File: config.mk
export PLATFORM = sky130hd
export DESIGN_NAME = seq_mul_unit_flat
export DESIGN_NICKNAME = d
export VERILOG_FILES = /design/src/rtl/seq_mul_pkg.sv /design/src/rtl/seq_mul_if.sv /design/src/rtl/seq_mul_ctrl.sv /design/src/rtl/seq_mul_unit.sv /design/src/flat_wrapper.sv
export SDC_FILE = /design/constraint.sdc
export NUM_CORES = 1
export LEC_CHECK = 0
export ABC_AREA = 0
export BUFFER_PORTS_ARGS = -buffer_cell sky130_fd_sc_hd__buf_2
export CAP_MARGIN = 40
export CORE_MARGIN = 3
export CORE_UTILIZATION = 40
export DETAILED_ROUTE_END_ITERATION = 8
export PLACE_DENSITY = 0.66
export REMOVE_ABC_BUFFERS = 1
export SETUP_SLACK_MARGIN = 0.2
export SYNTH_ARGS = -nofsm -noshare
export SYNTH_HDL_FRONTEND = slang
export SYNTH_SLANG_ARGS = --single-unit
File: constraint.sdc
create_clock -name clk -period 3 [get_ports clk]
set_input_delay 0 -clock clk [delete_from_list [all_inputs] [get_ports clk]]
set_output_delay 0 -clock clk [all_outputs]
set_load 0.01 [all_outputs]
File: src/rtl/seq_mul_pkg.sv
// seq_mul_pkg: shared types and helpers for the sequential multiplier.
// Holds the controller state encoding and the step-counter width helper.
package seq_mul_pkg;

    localparam int STATE_W = 2;

    typedef enum logic [STATE_W-1:0] {
        IDLE   = 2'd0,
        LOAD_B = 2'd1,
        CALC   = 2'd2,
        DONE   = 2'd3
    } state_t;

    function automatic int cnt_w(input int width);
        return $clog2(width + 1);
    endfunction

endpackage

File: src/rtl/seq_mul_if.sv
// seq_mul_if: operand/result bus between a bus master and the multiplier.
// master drives start/data_in; slave returns busy/done/product.
interface seq_mul_if #(
    parameter int WIDTH = 16
);

    logic                 start;
    logic [WIDTH-1:0]     data_in;
    logic                 busy;
    logic                 done;
    logic [2*WIDTH-1:0]   product;

    modport master (
        output start,
        output data_in,
        input  busy,
        input  done,
        input  product
    );

    modport slave (
        input  start,
        input  data_in,
        output busy,
        output done,
        output product
    );

endinterface

File: src/rtl/seq_mul_ctrl.sv
// seq_mul_ctrl: IDLE/LOAD_B/CALC/DONE sequencer for the multiplier.
// Optional macro SEQ_MUL_SKIP_ZERO_EN: zero operand jumps LOAD_B -> DONE.
import seq_mul_pkg::*;

module seq_mul_ctrl (
    input  logic clk,
    input  logic rst_n,
    input  logic start,
    input  logic cnt_one,
    input  logic op_zero,
    output logic ld_a,
    output logic ld_b,
    output logic step,
    output logic fin,
    output logic skip,
    output logic busy,
    output logic done
);

`ifdef SEQ_MUL_SKIP_ZERO_EN
    localparam bit SKIP_EN = 1'b1;
`else
    localparam bit SKIP_EN = 1'b0;
`endif

    state_t state;

    assign ld_a = (state == IDLE) && start;
    assign ld_b = (state == LOAD_B);
    assign step = (state == CALC);
    assign fin  = step && cnt_one;
    assign skip = SKIP_EN && ld_b && op_zero;

    // State register with busy/done registered alongside the transitions
    always_ff @(posedge clk or negedge rst_n) begin
        if (!rst_n) begin
            state <= IDLE;
            busy  <= 1'b0;
            done  <= 1'b0;
        end else begin
            case (state)
                IDLE: begin
                    if (start) begin
                        state <= LOAD_B;
                        busy  <= 1'b1;
                    end
                end
                LOAD_B: begin
                    if (skip) begin
                        state <= DONE;
                        done  <= 1'b1;
                    end else begin
                        state <= CALC;
                    end
                end
                CALC: begin
                    if (cnt_one) begin
                        state <= DONE;
                        done  <= 1'b1;
                    end
                end
                DONE: begin
                    state <= IDLE;
                    busy  <= 1'b0;
                    done  <= 1'b0;
                end
                default: begin
                    state <= IDLE;
                    busy  <= 1'b0;
                    done  <= 1'b0;
                end
            endcase
        end
    end

endmodule

File: src/rtl/seq_mul_unit.sv
// seq_mul_unit: unsigned shift-and-add multiplier, one step per cycle.
// Optional macro SEQ_MUL_SKIP_ZERO_EN shortcuts zero operands.
import seq_mul_pkg::*;

module seq_mul_unit #(
    parameter int WIDTH = 16
) (
    input logic       clk,
    input logic       rst_n,
    seq_mul_if.slave  bus
);

    localparam int CW = cnt_w(WIDTH);

    logic [2*WIDTH-1:0] a_q;
    logic [WIDTH-1:0]   b_q;
    logic [2*WIDTH-1:0] acc_q;
    logic [2*WIDTH-1:0] acc_next;
    logic [2*WIDTH-1:0] prod_q;
    logic [CW-1:0]      cnt_q;

    logic ld_a;
    logic ld_b;
    logic step;
    logic fin;
    logic skip;
    logic cnt_one;
    logic op_zero;
    logic busy;
    logic done;

    assign cnt_one  = (cnt_q == CW'(1));
    assign op_zero  = (a_q == '0) || (bus.data_in == '0);
    assign acc_next = b_q[0] ? (acc_q + a_q) : acc_q;

    seq_mul_ctrl u_ctrl (
        .clk     (clk),
        .rst_n   (rst_n),
        .start   (bus.start),
        .cnt_one (cnt_one),
        .op_zero (op_zero),
        .ld_a    (ld_a),
        .ld_b    (ld_b),
        .step    (step),
        .fin     (fin),
        .skip    (skip),
        .busy    (busy),
        .done    (done)
    );

    // Multiplicand and accumulator: load on start, shift/add per step
    always_ff @(posedge clk or negedge rst_n) begin
        if (!rst_n) begin
            a_q   <= '0;
            acc_q <= '0;
        end else if (ld_a) begin
            a_q   <= {{WIDTH{1'b0}}, bus.data_in};
            acc_q <= '0;
        end else if (step) begin
            a_q   <= a_q << 1;
            acc_q <= acc_next;
        end
    end

    // Multiplier and step counter: load in LOAD_B, consume per step
    always_ff @(posedge clk or negedge rst_n) begin
        if (!rst_n) begin
            b_q   <= '0;
            cnt_q <= '0;
        end else if (ld_b) begin
            b_q   <= bus.data_in;
            cnt_q <= CW'(WIDTH);
        end else if (step) begin
            b_q   <= b_q >> 1;
            cnt_q <= cnt_q - CW'(1);
        end
    end

    // Result register only moves on the transition into DONE
    always_ff @(posedge clk or negedge rst_n) begin
        if (!rst_n) begin
            prod_q <= '0;
        end else if (fin) begin
            prod_q <= acc_next;
        end else if (skip) begin
            prod_q <= '0;
        end
    end

    assign bus.busy    = busy;
    assign bus.done    = done;
    assign bus.product = prod_q;

endmodule

File: src/flat_wrapper.sv
// flat-port wrapper written by rule: the top's interface ports become plain ports
module seq_mul_unit_flat 
#(
    parameter int WIDTH = 16
)
  (clk, rst_n, bus_start, bus_data_in, bus_busy, bus_done, bus_product);
  seq_mul_if #(.WIDTH(WIDTH)) bus_i ();
  input logic clk;
  input logic rst_n;
  input wire logic [$bits(bus_i.start)-1:0] bus_start;
  input wire logic [$bits(bus_i.data_in)-1:0] bus_data_in;
  output wire logic [$bits(bus_i.busy)-1:0] bus_busy;
  output wire logic [$bits(bus_i.done)-1:0] bus_done;
  output wire logic [$bits(bus_i.product)-1:0] bus_product;
  assign bus_i.start = bus_start;
  assign bus_i.data_in = bus_data_in;
  assign bus_busy = bus_i.busy;
  assign bus_done = bus_i.done;
  assign bus_product = bus_i.product;
  seq_mul_unit #(.WIDTH(WIDTH)) u_core (.clk(clk), .rst_n(rst_n), .bus(bus_i));
endmodule
==> out/qor.csv, run 1 <==
metric,value,unit
outcome,"complete, no violations",
ys_ff_latch,121,
drt.antenna.violating_nets,0,
report.final.slew_viol_count,0,
synth.mux.area_fraction,9.90,%
hold_slack,0.224,ns
n_antenna_cell,0,
crit_arrival,3.21,ns
drc,0,
pwr_density_cell,1080,mW/mm²
syn_area,0.00700,mm²
final_common_cell,dfrtp_1,
ys_seq_area_share,43.2,%
overflow,0,
nNetsFinal,917,
syn_avg_cell_area,9.13,µm²
dp_hpwl,11700,µm
path_buf_inv,0,
worstPathRequired,3.30,ns
clock-root-buffer,clkbuf_16,
critical-path-top-delay-family,compound AO/OA/AOI/OAI gates,
pre_cts_slack,-0.0258,ns
drv_cap,0,
final_cell_mix,"120 x dfrtp_1, 114 x nand2_1, 72 x a21oi_1, 67 x mux2i_1, 65 x nor2_1",
worstMarginPinSlew,0.650,ns
layout-drive-gt1-share,21.8,%
vias_per_cell,5.39,
area_growth,25.6,%
fmax,343,MHz
drt-initial-drc-count,452,
synth_edf_count,0,
vias,5888,
fin_skew,0.0119,ns
synth-compound-area-share,17.8,%
die-area,0.0191,mm²
synth-async-reset-ratio,100,%
fp.dieW,138,µm
period_needed,2.92,ns
rsz0062_at_grt,true,
syn_inst,767,
yosysWarnings,0,
grt_pass1_wl,29100,µm
synth.distinct_cells,61,
start_kind,flop,
dpl-instance-area,0.00762,mm²
cp-startpoint,u_core.acc_q[18],
crit_chain,ha_1 -> a21o_1 -> o21bai_4 -> a221o_1 -> or4b_4 -> o2111a_1 -> a211oi_2 -> nor2_1 -> xnor2_1 -> o21ai_1,
cts_buffers,17,
synth_top_family_by_area,compound AO/OA/AOI/OAI gates,
rows,47,
synth_fa_ha_area_share,6.90,%
initial_utilization,41.5,%
globalplace.congestion,0.865,
io_buffers,52,
core,0.0169,mm²
critical_path_class,reg -> reg,
fin_crit_sh,97.2,%
cts_tree,built,
end_kind,flop,
synth_xor_area_share,3.25,%
slowest_stage,or4b_4,
htree_num_levels,4,
layout_setup_ws,0.0842,ns
antenna_found_initial,0,
routedWlPerCell,16.1,µm
ys.flop_type,dfrtp_1,
grtUsageTotal,18.5,%
finalInstanceArea,0.00879,mm²
firstDrtPassIters,4,
setup_viol,0,
grt_pass1_vias,5702,
total_power,9.50,mW
rr_startpoint,u_core.acc_q[18],
hold_class,in -> async,
clkSinkCount,121,
max-slew-margin-rel,56.7,%
die_h,138,µm
clk_pin_slew,0.06,ns
p_leak,4.23,nW
wl,17600,µm
ir_worst_vdd,0.488,mV
clock_latency,0.43,ns
finalHoldViolCount,0,
top_level_ports,53,
clk_path_buf_depth,2,
critPathMaxFanout,3,
synthSimpleGateAreaFrac,15.5,%
max_stage_delay,0.52,ns
grt_max_degree,122,
registers in the layout, summed over array words and instances (netlist names):
signal               flops
u_core.a_q              32
u_core.acc_q            32
u_core.cnt_q             5
u_core.b_q              16
u_core.u_ctrl.state      2
u_core.u_ctrl.done       1
u_core.bus.product      32
u_core.u_ctrl.busy       1
what timing repair did:
item,4_1_cts,5_1_grt
setup buffers,5,11
hold buffers,18,0
pin swaps,14,28
endpoints found under the setup margin,18,27
endpoints found under the hold margin,154,0
gates cloned,0,0
gates resized for setup,15,46
worst paths after layout:
kind | to | slack, ns | cells after the start
min | u_core.acc_q[23] | 0.22 | 3
min in group clk | u_core.a_q[0] | 0.33 | 4
max reg2reg | u_core.bus.product[31] | 0.08 | 10
min reg2reg | u_core.bus.product[25] | 0.47 | 2
max | u_core.bus.product[31] | 0.08 | 10
max in group asynchronous | u_core.acc_q[16] | 2.26 | 3
metal layers:
metal | up-vias | GRT usage (%) | part of all wire (%)
li1 | 2903 | - | -
met1 | 2859 | 26.3 | 48
met2 | 103 | 28.2 | 47
met3 | 23 | 4.94 | 3.9
met4 | 0 | 4.68 | 1.1
met5 | - | 0 | 0
worst register-to-register path: cells and delay by family (launching register included):
family	cells	cell delay, ns
fa+ha+maj	1	0.33
simple gates	2	0.60
xor+xnor	1	0.15
flops	1	0.39
compound gates	6	1.33
cell type report:
cell class	count	area, µm²
fillers	1506	8080
multi-input cells	589	4010
repair buffers	118	840
flip-flops and latches	121	3030
clock inverters	15	169
inverters	13	48.8
well taps	220	275
clock buffers	17	425
power by group:
part	switching (mW)	internal, mW	total (mW)
registers	0.440	2.28	2.72
clock network	0.811	1.24	2.05
logic	2.78	1.96	4.74
per-stage QoR:
step	TNS, ns	instances	util [%]
2_1_floorplan	-16.91	723	-
3_3_place_gp	0	1027	45.2
3_5_place_dp	-0.0309	1027	45.2
4_1_cts	0	1082	50.3
5_1_grt	-0.0885	1093	52.1
6_report	0	1093	52.1
kinds of logic after synthesis:
| family | count (synthesis) |
|---|---|
| xor gates and xnor gates | 26 |
| and+or+nand+nor | 248 |
| DFF | 121 |
| muxes | 69 |
| adders and majority gates | 38 |
| buffers and inverters | 57 |
| AOI/OAI and AO/OA | 208 |
cell usage after synthesis, drive strengths merged (3+ instances only):
master | n | area [µm²]
inv | 12 | 45.0
or3 | 5 | 32.5
nand4 | 3 | 18.8
xor2 | 11 | 96.3
a211oi | 11 | 87.6
nor3 | 14 | 70.1
nor2 | 67 | 251
nand3 | 9 | 45.0
clkbuf | 32 | 130
a221o | 4 | 40.0
a21oi | 79 | 399
buf | 11 | 48.8
a31oi | 6 | 37.5
and2 | 5 | 31.3
nand2 | 117 | 439
nor2b | 5 | 31.3
o21a | 3 | 22.5
a21o | 17 | 131
dfrtp | 121 | 3030
ha | 37 | 463
o21bai | 4 | 30.0
mux2i | 67 | 671
o21ai | 67 | 339
xnor2 | 15 | 131
and3 | 15 | 95.1
Note: power is estimated with default switching activity, not from simulation.
==> inputs of run 2 (changes only) <==
CTS_BUF_LIST = sky130_fd_sc_hd__clkbuf_4 sky130_fd_sc_hd__clkbuf_8   (was default)
==> out/qor.csv, run 2 (synthesis gave the netlist of run 1 again) <==
metric,value,unit,change
outcome,"complete, no violations",,
n_antenna_cell,0,,unchanged
final_cell_mix,"121 x dfrtp_1, 115 x nand2_1, 71 x a21oi_1, 67 x mux2i_1, 65 x nor2_1",,
ir_worst_vdd,0.425,mV,-13%
htree_num_levels,4,,unchanged
hold_class,in -> async,,
core,0.0169,mm²,unchanged
rsz0062_at_grt,true,,
drc,0,,unchanged
antenna_found_initial,0,,unchanged
clock-root-buffer,clkbuf_8,,
tns,0,ns,unchanged
final_common_cell,dfrtp_1,,
firstDrtPassIters,5,,+1
top_level_ports,53,,unchanged
rows,47,,unchanged
area_growth,21.5,%,
critical_path_class,reg -> reg,,
clkSinkCount,121,,unchanged
critPathMaxFanout,4,,+1
vias,5847,,-0.70%
start_kind,flop,,
p_leak,4.11,nW,-3.0%
cts_buffers,17,,unchanged
vias_per_cell,5.37,,-0.33%
report.final.slew_viol_count,0,,unchanged
cp-startpoint,u_core.acc_q[0],,
worstPathRequired,3.39,ns,+0.09 ns
drt-initial-drc-count,411,,-9.1%
clk_pin_slew,0.08,ns,+0.02 ns
pwr_density_cell,1040,mW/mm²,-3.8%
worstReg2RegEnd,u_core.bus.product[28],,
end_kind,flop,,
nNetsFinal,913,,-0.44%
fin_crit_sh,95.8,%,-1.4 points
utilization,50.4,%,-1.7 points
initial_utilization,41.5,%,unchanged
worstMarginPinSlew,0.721,ns,+0.0711 ns
dp_hpwl,11700,µm,unchanged
period_needed,2.87,ns,-0.0415 ns
drv_cap,0,,unchanged
clock_latency,0.46,ns,+0.03 ns
setup_viol,0,,unchanged
drt.antenna.violating_nets,0,,unchanged
routedWlPerCell,15.9,µm,-1.1%
rr_worst_depth,13,,+3
overflow,0,,unchanged
fp.dieW,138,µm,unchanged
fmax,348,MHz,+1.4%
max-slew-margin-rel,51.9,%,-4.7 points
grtUsageTotal,18.4,%,-0.082 points
grt_pass1_wl,29000,µm,-0.36%
clk_path_buf_depth,2,,unchanged
grt_pass1_vias,5657,,-0.79%
finalHoldViolCount,0,,unchanged
cts_tree,built,,
wl,17400,µm,-1.5%
crit_arrival,3.27,ns,+0.06 ns
reg2reg_slack,0.13,ns,+0.04 ns
fin_skew,0.0128,ns,+0.000893 ns
die_h,138,µm,unchanged
rr_startpoint,u_core.acc_q[0],,
io_buffers,52,,unchanged
die-area,0.0191,mm²,unchanged
grt_max_degree,122,,unchanged
globalplace.congestion,0.865,,unchanged
layout-drive-gt1-share,20.6,%,-1.2 points
[run 2: cell types whose count changed in the layout (fill, tap and decap cells not counted), moves of 2 or more]
cell       previous run  this run
buf_6                 3         1
o21ai_1               4         6
clkbuf_8              0        17
nor3_2                4         1
clkbuf_16            17         0
o21ai_2               3         1
buf_4                44        42
nor3_1                9        12
[run 2: through the flow]
| stage | instances | power, mW | instance area (µm²) | setup WS (ns) | hold WS [ns] |
|---|---|---|---|---|---|
| global route | 1089 | 9.59 | 8510 | -0.00843 | 0.237 |
| global placement | 1027 | 6.97 | 7620 | 0.0361 | 0.157 |
| detailed placement | 1027 | 7.06 | 7620 | -0.0258 | 0.164 |
| CTS | 1082 | 8.70 | 8300 | 0.0385 | 0.206 |
| floorplan | 723 | 5.70 | 6810 | -0.862 | -0.296 |
| finish | 1089 | 8.84 | 8510 | 0.126 | 0.124 |
[run 2: cell type report]
type / count / area (µm²)
clock inverter: 15 / 169
timing repair buffer: 114 / 802
sequential: 121 / 3030
tap: 220 / 275
fill: 1553 / 8370
multi-input combinational: 589 / 3950
clock buffer: 17 / 234
inverter: 13 / 48.8
[run 2: timing repair]
item | in CTS | in global routing
setup endpoints to repair | 19 | 27
gates resized for setup | 15 | 35
hold buffers | 18 | 0
endpoints found under the hold margin | 155 | 0
buffers inserted | 5 | 7
pin swaps | 14 | 18
[run 2: critical path, cell delays in order (launching register included)]
cell and delay [ns]:
dfrtp_1 0.39, ha_2 0.21, fa_2 0.37, a21oi_2 0.18
o21ai_2 0.09, a211oi_2 0.19, nor2_2 0.08, buf_4 0.13
buf_4 0.13, a31o_2 0.26, a21oi_4 0.20, o21ai_1 0.14
or3_1 0.36, nand3_1 0.08
[run 2: worst max path at each step]
stage                             endpoint  slack, ns
finish              u_core.bus.product[28]       0.13
floorplan           u_core.bus.product[21]      -0.86
detailed placement  u_core.bus.product[30]      -0.03
global route        u_core.bus.product[28]     -0.008
CTS                 u_core.bus.product[30]       0.04
global placement    u_core.bus.product[29]       0.04
[run 2: per-layer routing]
metal | routed length [µm] | global-route usage, % | share of wire (%) | vias to the layer above
li1 | - | - | - | 2893
met3 | 627 | 3.66 | 3.6 | 19
met1 | 8480 | 26.4 | 49 | 2817
met2 | 8030 | 28.2 | 46 | 118
met5 | 0 | 0 | 0 | -
met4 | 223 | 5.72 | 1.3 | 0
[run 2: power breakdown]
part           switching [mW]  total (mW)  internal (mW)  leakage [nW]
Sequential              0.436        2.71           2.27          1.54
Combinational            2.71        4.64           1.93          2.37
Clock                   0.740        1.49          0.753         0.190
Total                    3.89        8.84           4.95          4.11
==> inputs of run 3 (changes only) <==
RECOVER_POWER = 50   (was default)
REMOVE_ABC_BUFFERS = default   (was 1)
==> out/qor.csv, run 3 (synthesis gave the netlist of run 1 again) <==
metric,value,unit,change
period_needed,2.90,ns,+0.0299 ns
worstPathRequired,3.33,ns,-0.06 ns
clock-root-buffer,clkbuf_8,,
final_common_cell,dfrtp_1,,
clock_latency,0.44,ns,-0.02 ns
rr_worst_depth,11,,-2
overflow,0,,unchanged
routedWlPerCell,15.5,µm,-2.5%
finalInstanceArea,0.00840,mm²,-1.3%
fin_skew,0.0107,ns,-0.00213 ns
slowest_stage,dfrtp_1,,
grt_pass1_vias,5443,,-3.8%
grtUsageTotal,17.7,%,-0.73 points
critPathMaxFanout,3,,-1
globalplace.congestion,0.891,,+2.9%
top_level_ports,53,,unchanged
layout-drive-gt1-share,16.1,%,-4.5 points
pwr_density_cell,1040,mW/mm²,about the same
min_delay_path_depth,4,,
p_leak,3.90,nW,-5.1%
critical_path_class,reg -> reg,,
worstMarginPinSlew,1.43,ns,+0.704 ns
end_kind,flop,,
outcome,"complete, no violations",,
initial_utilization,41.5,%,unchanged
cts_tree,built,,
core,0.0169,mm²,unchanged
drv_cap,0,,unchanged
die_h,138,µm,unchanged
vias_per_cell,5.28,,-1.7%
crit_chain,ha_2 -> fa_2 -> a21oi_2 -> o21ai_2 -> a211oi_2 -> nor2_2 -> a41o_1 -> a221o_1 -> a311oi_2 -> xor2_1 -> a311oi_1,,
cp-startpoint,u_core.acc_q[0],,
rr_startpoint,u_core.acc_q[0],,
drt.antenna.violating_nets,0,,unchanged
endpoint,u_core.bus.product[30],,
io_buffers,52,,unchanged
post_layout_nonfiller_instances,1081,,-0.73%
hold_class,in -> reg,,
report.final.slew_viol_count,0,,unchanged
ir_worst_vdd,0.514,mV,+21%
grt_max_degree,55,,-55%
area_growth,19.9,%,
max-slew-margin-rel,4.99,%,-47 points
dp_hpwl,11800,µm,+0.52%
die-area,0.0191,mm²,unchanged
fmax,344,MHz,-1.0%
rsz0062_at_grt,true,,
start_kind,flop,,
n_antenna_cell,0,,unchanged
nNetsFinal,905,,-0.88%
clk_path_buf_depth,2,,unchanged
reg2reg_slack,0.1,ns,-0.03 ns
fp.dieW,138,µm,unchanged
clkSinkCount,121,,unchanged
vias,5708,,-2.4%
htree_num_levels,4,,unchanged
finalHoldViolCount,0,,unchanged
wl,16800,µm,-3.2%
dp_cells,1021,,-0.58%
fin_crit_sh,96.8,%,+1.0 points
cts_buffers,17,,unchanged
final_cell_mix,"121 x dfrtp_1, 115 x nand2_1, 71 x a21oi_1, 65 x nor2_1, 65 x mux2i_1",,
worstReg2RegEnd,u_core.bus.product[30],,
drt-initial-drc-count,376,,-8.5%
fillers,1586,,+2.1%
crit_arrival,3.23,ns,-0.04 ns
firstDrtPassIters,5,,unchanged
grt_pass1_wl,28100,µm,-3.1%
setup_viol,0,,unchanged
dpl-instance-area,0.00757,mm²,-0.67%
rows,47,,unchanged
synthesis.nets,824,,
clk_pin_slew,0.08,ns,about the same
antenna_found_initial,0,,unchanged
drc,0,,unchanged
tns,0,ns,unchanged
max_stage_delay,0.40,ns,about the same
run 3: worst max-delay path, delay by kind of cell, from the launching register on:
kind | cells | cell delay (ns)
compound gates | 7 | 1.66
fa+ha+maj | 2 | 0.56
flops | 1 | 0.40
xor+xnor | 1 | 0.10
simple gates | 1 | 0.08
run 3: cell type report:
cell class,instances,area (µm²),share of cell area [%]
timing repair buffer,106,666,7.93
inverter,13,48.8,0.581
clock buffer,20,269,3.20
multi-input combinational,589,3990,47.5
sequential,121,3030,36.1
tap,220,275,3.28
clock inverter,12,119,1.42
run 3: per-layer routing:
layer / vias up / share of wire [%] / global-route usage, %
li1: 2868 / - / -
met1: 2713 / 51 / 25.6
met2: 113 / 44 / 26.9
met3: 14 / 4.2 / 3.80
met4: 0 / 1.2 / 4.99
met5: - / 0 / 0
run 3: worst min-delay path by stage:
stage,from,endpoint,slack [ns]
2_1_floorplan,rst_n,u_core.a_q[0],-0.30
3_3_place_gp,rst_n,u_core.b_q[7],0.1
3_5_place_dp,rst_n,u_core.b_q[7],0.1
4_1_cts,rst_n,u_core.b_q[7],0.16
5_1_grt,bus_data_in[3],u_core.a_q[3],0.33
6_report,bus_data_in[6],u_core.a_q[6],0.33
run 3: metrics by stage:
stage | power, mW | hold slack (ns) | utilization (%) | setup WS [ns]
after floorplan | 5.81 | -0.296 | - | 0.168
after global placement | 6.93 | 0.0976 | 44.9 | 0.0811
after detailed placement | 7.02 | 0.0984 | 44.9 | -0.0362
after CTS | 8.55 | 0.163 | 48.8 | -0.00636
after global routing | 9.49 | 0.326 | 49.8 | -0.0413
final | 8.72 | 0.327 | 49.8 | 0.0958
run 3: where the power goes:
group	switching, mW	internal [mW]	total, mW
Combinational	2.65	1.89	4.54
Sequential	0.493	2.27	2.76
Clock	0.698	0.716	1.41
Total	3.84	4.88	8.72
run 3: repair_timing:
action | CTS | global route
endpoints found under the hold margin | 85 | 0
pin swaps | 15 | 16
hold buffers | 18 | 0
gates resized for setup | 11 | 36
endpoints found under the setup margin | 13 | 26
setup buffers | 6 | 4
